### src/rtl/pc_sequencer.sv
// pc_sequencer
//   Program-counter sequencer for the single-cycle MIPS datapath. Each cycle it
//   selects the next fetch address. The choices are: sequential, a signed
//   relative branch, an absolute jump, a register jump, a call and a return.
//   Call and return use an internal circular return-address stack (RAS). A
//   stall input holds all state for the cycle.
//
// Ports
//   pb_clk_debounced  clock, all state updates on the rising edge
//   rst_general       asynchronous, active-high reset
//   stall             hold pc, RAS and flags this cycle (overrides pc_op)
//   pc_op             0 SEQ, 1 BRANCH, 2 JUMP, 3 JREG, 4 CALL, 5 RET, 6-7 SEQ
//   take_branch       branch condition, used only for BRANCH
//   immediate         signed branch offset, sign-extended to PC_W
//   target            absolute address for JUMP, CALL and JREG
//   pc                current fetch address (registered)
//   pc_next           combinational value pc takes at the next edge
//   ras_count         number of valid RAS entries
//   ras_empty         ras_count == 0
//   ras_full          ras_count == RAS_DEPTH
//   ras_overflow      sticky: a CALL occurred while the RAS was full
//   ras_underflow     sticky: a RET occurred while the RAS was empty
module pc_sequencer #(
    parameter int unsigned PC_W      = 8,
    parameter int unsigned IMM_W     = 8,
    parameter int unsigned RAS_DEPTH = 4,
    parameter int unsigned RESET_PC  = 0
) (
    input  logic                           pb_clk_debounced,
    input  logic                           rst_general,
    input  logic                           stall,
    input  logic [2:0]                     pc_op,
    input  logic                           take_branch,
    input  logic [IMM_W-1:0]               immediate,
    input  logic [PC_W-1:0]                target,
    output logic [PC_W-1:0]                pc,
    output logic [PC_W-1:0]                pc_next,
    output logic [$clog2(RAS_DEPTH):0]     ras_count,
    output logic                           ras_empty,
    output logic                           ras_full,
    output logic                           ras_overflow,
    output logic                           ras_underflow
);

    localparam int unsigned PTR_W = $clog2(RAS_DEPTH);
    localparam int unsigned CNT_W = PTR_W + 1;

    typedef enum logic [2:0] {
        OP_SEQ    = 3'd0,
        OP_BRANCH = 3'd1,
        OP_JUMP   = 3'd2,
        OP_JREG   = 3'd3,
        OP_CALL   = 3'd4,
        OP_RET    = 3'd5
    } pc_op_e;

    logic [PC_W-1:0]  ras_mem [RAS_DEPTH];
    logic [PTR_W-1:0] ras_top;
    logic [PTR_W-1:0] top_inc;
    logic [PC_W-1:0]  pc_inc;
    logic [PC_W-1:0]  imm_sext;
    logic             do_push;
    logic             do_pop;
    logic             underflow_set;

    assign pc_inc    = pc + PC_W'(1);
    // The size cast of a signed operand sign-extends. This also holds when IMM_W == PC_W.
    assign imm_sext  = PC_W'($signed(immediate));
    // RAS_DEPTH is a power of 2, so the pointer wraps naturally.
    assign top_inc   = ras_top + PTR_W'(1);
    assign ras_empty = (ras_count == '0);
    assign ras_full  = (ras_count == CNT_W'(RAS_DEPTH));

    always_comb begin
        pc_next       = pc;
        do_push       = 1'b0;
        do_pop        = 1'b0;
        underflow_set = 1'b0;
        if (!stall) begin
            case (pc_op)
                OP_SEQ:    pc_next = pc_inc;
                OP_BRANCH: pc_next = take_branch ? (pc + imm_sext) : pc_inc;
                OP_JUMP,
                OP_JREG:   pc_next = target;
                OP_CALL: begin
                    pc_next = target;
                    do_push = 1'b1;
                end
                OP_RET: begin
                    if (ras_empty) begin
                        pc_next       = pc_inc;
                        underflow_set = 1'b1;
                    end else begin
                        pc_next = ras_mem[ras_top];
                        do_pop  = 1'b1;
                    end
                end
                default:   pc_next = pc_inc;
            endcase
        end
    end

    always_ff @(posedge pb_clk_debounced or posedge rst_general) begin
        if (rst_general) begin
            pc            <= PC_W'(RESET_PC);
            ras_top       <= '0;
            ras_count     <= '0;
            ras_overflow  <= 1'b0;
            ras_underflow <= 1'b0;
        end else begin
            pc <= pc_next;
            if (do_push) begin
                // When full, top+1 lands on the oldest entry, so it is overwritten.
                ras_top <= top_inc;
                if (ras_full) begin
                    ras_overflow <= 1'b1;
                end else begin
                    ras_count <= ras_count + CNT_W'(1);
                end
            end
            if (do_pop) begin
                ras_top   <= ras_top - PTR_W'(1);
                ras_count <= ras_count - CNT_W'(1);
            end
            if (underflow_set) begin
                ras_underflow <= 1'b1;
            end
        end
    end

    // Entry storage is not reset; its contents are meaningless while count is 0.
    always_ff @(posedge pb_clk_debounced) begin
        if (do_push && !rst_general) begin
            ras_mem[top_inc] <= pc_inc;
        end
    end

endmodule
### config.mk
export PLATFORM = sky130hd
export DESIGN_NAME = pc_sequencer
export DESIGN_NICKNAME = d
export VERILOG_FILES = /design/src/rtl/pc_sequencer.sv
export SDC_FILE = /design/constraint.sdc
export NUM_CORES = 1
export LEC_CHECK = 0
export CAP_MARGIN = 20
export CORE_ASPECT_RATIO = 0.8
export CORE_MARGIN = 4
export CORE_UTILIZATION = 50
export DETAILED_ROUTE_END_ITERATION = 12
export GPL_TIMING_DRIVEN = 0
export HOLD_SLACK_MARGIN = 0.1
export MAX_ROUTING_LAYER = met4
export PLACE_DENSITY = 0.8
export SLEW_MARGIN = 40
export SYNTH_ARGS = -nofsm -noshare
export SYNTH_HDL_FRONTEND = slang
export SYNTH_SLANG_ARGS = --single-unit
### constraint.sdc
create_clock -name pb_clk_debounced -period 2.3 [get_ports pb_clk_debounced]
set_input_delay 0.23 -clock pb_clk_debounced [delete_from_list [all_inputs] [get_ports pb_clk_debounced]]
set_output_delay 0.23 -clock pb_clk_debounced [all_outputs]
set_load 0.03 [all_outputs]
==> flow_summary.json <==
{
  "run_status": "finished with violations",
  "violations": "setup timing",
  "vdd_drop_max_v": 0.000823,
  "crit_family": "compound AO/OA/AOI/OAI gates",
  "grt_usage": 0.217,
  "portBuffers": 45,
  "power.internal_mw": 2.18,
  "end_kind": "primary output",
  "crit_chain": "ha_4, a21o_1, a21o_1, a221oi_2, buf_4, a2bb2oi_4, a32oi_4, buf_6",
  "crit_type": "reg -> out",
  "switchingPower_mw": 1.28,
  "hold_violations": 0,
  "tns_ns": -0.982,
  "grt_max_degree": 20,
  "syn_area_um2": 2520,
  "finalHoldWorstSlack_ns": 0.330,
  "route.vias.total": 1869,
  "die_h_um": 71.5,
  "startpoint_type": "flop",
  "final_max_slew_viol_count": 0,
  "fin_skew_ns": 0.00585,
  "cts.sinks": 47,
  "root_buffer": "clkbuf_8",
  "cts_tree": "done",
  "ctsHoldBuffers": 0,
  "antenna_cells": 0,
  "num_rows": 22,
  "crit_arrival_ns": 2.32,
  "finalCoreUtilization": 0.747,
  "yosys.area.top_type": "edfxtp_1",
  "p_sw_frac": 0.370,
  "synth_nets": 225,
  "rsz0062_at_grt": "yes",
  "p_comb_frac": 0.489,
  "grt_pass1_vias": 1900,
  "yosys_warnings": 0,
  "drive_gt1_frac": 0.313,
  "pwr-share-seq": 0.336,
  "die-area_um2": 6240,
  "grt_pass1_wl_um": 9920,
  "via_per_inst": 5.91,
  "yosys-top-cells-count": "32 x edfxtp_1, 15 x dfrtp_1, 14 x inv_1",
  "synthToLayoutAreaGrowth_pct": 40.6,
  "synthFlopType": "edfxtp_1",
  "synth_edf_count": 32,
  "h-tree-depth": 2,
  "tightest_slew_ns": 0.772,
  "route.detailed.drc": 0,
  "power_mw": 3.47,
  "finalSetupViolCount": 8,
  "synthArstFlopShare": 0.319,
  "clkPwrFrac": 0.175,
  "path_common_cell": "a21o_1",
  "clockBufferDepth": 2,
  "hold_class": "in -> async",
  "yosysMostFrequentCell": "edfxtp_1",
  "hpwlAfterDp_um": 4180,
  "clk_latency_ns": 0.30,
  "cp_slowest_cell": "dfrtp_2",
  "numCtsBuffers": 5,
  "max_freq_ghz": 0.393,
  "period_share": 1.11,
  "yosysTopAreaCellShare": 0.382,
  "critPathMaxStageDelay_ns": 0.43,
  "die_x_um": 87.3,
  "drtIter0Drc": 149,
  "crit_buf_inv": 2,
  "path_clk_slew_ns": 0.09,
  "relSlewSlack": 0.485,
  "fin_crit_ns": 2.55,
  "netlist_instances": 188,
  "antenna_found_initial": 0,
  "cp.required_ns": 2.07,
  "ant_nets": 0,
  "drv_cap": 0,
  "postSynthAreaPerCell_um2": 13.4,
  "p_leak_nw": 1.37,
  "ys_seq_elements": 47,
  "dr.pass1.iters": 4,
  "core-area_um2": 4730,
  "finalWirelength_um": 6230,
  "setup_ws_ns": -0.245,
  "seq_area_frac_synth": 0.531,
  "synth_cell_types": 47,
  "start_util": 0.532,
  "gp_congestion": 0.828,
  "ios": 46,
  "synth_area_leaders": "edfxtp_1 38%, dfrtp_1 15%, mux4_1 7.3%",
  "crit_fanout": 5,
  "fin_nets": 292,
  "grt.overflow.total": 0,
  "wl_per_cell_um": 19.7,
  "power.density_nw_per_um2": 979
}
==> routing by layer <==
metal	global-route usage	routed length (um)
met5	-	0
met2	0.332	2990
met4	0.0698	149
met3	0.0402	389
met1	0.294	2700
==> repair_timing <==
item / 4_1_cts / 5_1_grt
cloned: 1 / 0
resized for setup: 87 / 8
endpoints found under the setup margin: 9 / 8
pin swaps: 19 / 14
setup buffers: 14 / 2
endpoints found under the hold margin: 0 / 0
==> sequential cells by signal, summed over array words and instances (netlist names) <==
register / count
ras_underflow: 1
ras_count: 3
pc: 8
ras_overflow: 1
ras_mem: 32
ras_top: 2
==> cell usage in the layout (no fill, tap or decap), drive strengths merged, types with 7 or more instances in the layout <==
cell / instances
clkdlybuf4s50: 34
edfxtp: 32
buf: 28
dfrtp: 15
inv: 14
ha: 12
xnor2: 9
a21oi: 9
and3: 8
mux4: 8
a221oi: 7
==> worst paths after layout <==
check	depth (start not counted)	endpoint	start	slack (ns)
max reg2reg	7	pc[7]$_DFF_PP0_	pc[4]$_DFF_PP0_	0.31
max in group asynchronous	2	pc[0]$_DFF_PP0_	rst_general	1.49
min in group pb_clk_debounced	1	ras_overflow$_DFFE_PP0P_	ras_overflow$_DFFE_PP0P_	0.48
max	8	pc_next[7]	pc[4]$_DFF_PP0_	-0.25
min	2	pc[5]$_DFF_PP0_	rst_general	0.33
min reg2reg	1	ras_overflow$_DFFE_PP0P_	ras_overflow$_DFFE_PP0P_	0.48
==> cells by family after synthesis <==
kind of cell / share of synthesized area
adder cells (fa/ha/maj): 0.0755
AND/OR/NAND/NOR: 0.0924
buffers and inverters: 0.0338
multiplexers: 0.0860
XOR/XNOR: 0.0418
flip-flops: 0.531
AO/OA/AOI/OAI: 0.140
==> metrics by stage <==
step | worst slack (ns) | instance area [um^2] | std cells
CTS | -0.220 | 3490 | 316
detailed placement | -1.01 | 3110 | 293
finish | -0.245 | 3540 | 316
floorplan | -0.0892 | 2590 | 188
global placement | -1.00 | 3110 | 293
global route | -0.340 | 3540 | 316
==> power by group through the flow <==
stage	Sequential (mW)	Clock, mW	Combinational [mW]
after floorplan	1.31	0	0.774
after global placement	1.19	0	1.34
after detailed placement	1.19	0	1.37
after CTS	1.16	0.617	1.67
after global routing	1.18	0.657	1.82
final	1.16	0.608	1.69
==> final cells by class <==
cell class | instances | area (um^2)
Fill cell | 308 | 1200
Buffer | 5 | 30.0
Multi-Input combinational cell | 121 | 1340
Inverter | 14 | 52.6
Clock inverter | 3 | 43.8
Sequential cell | 47 | 1340
Timing Repair Buffer | 61 | 589
Tap cell | 60 | 75.1
Clock buffer | 5 | 68.8
No activity file was read; power rests on OpenSTA's default activity.
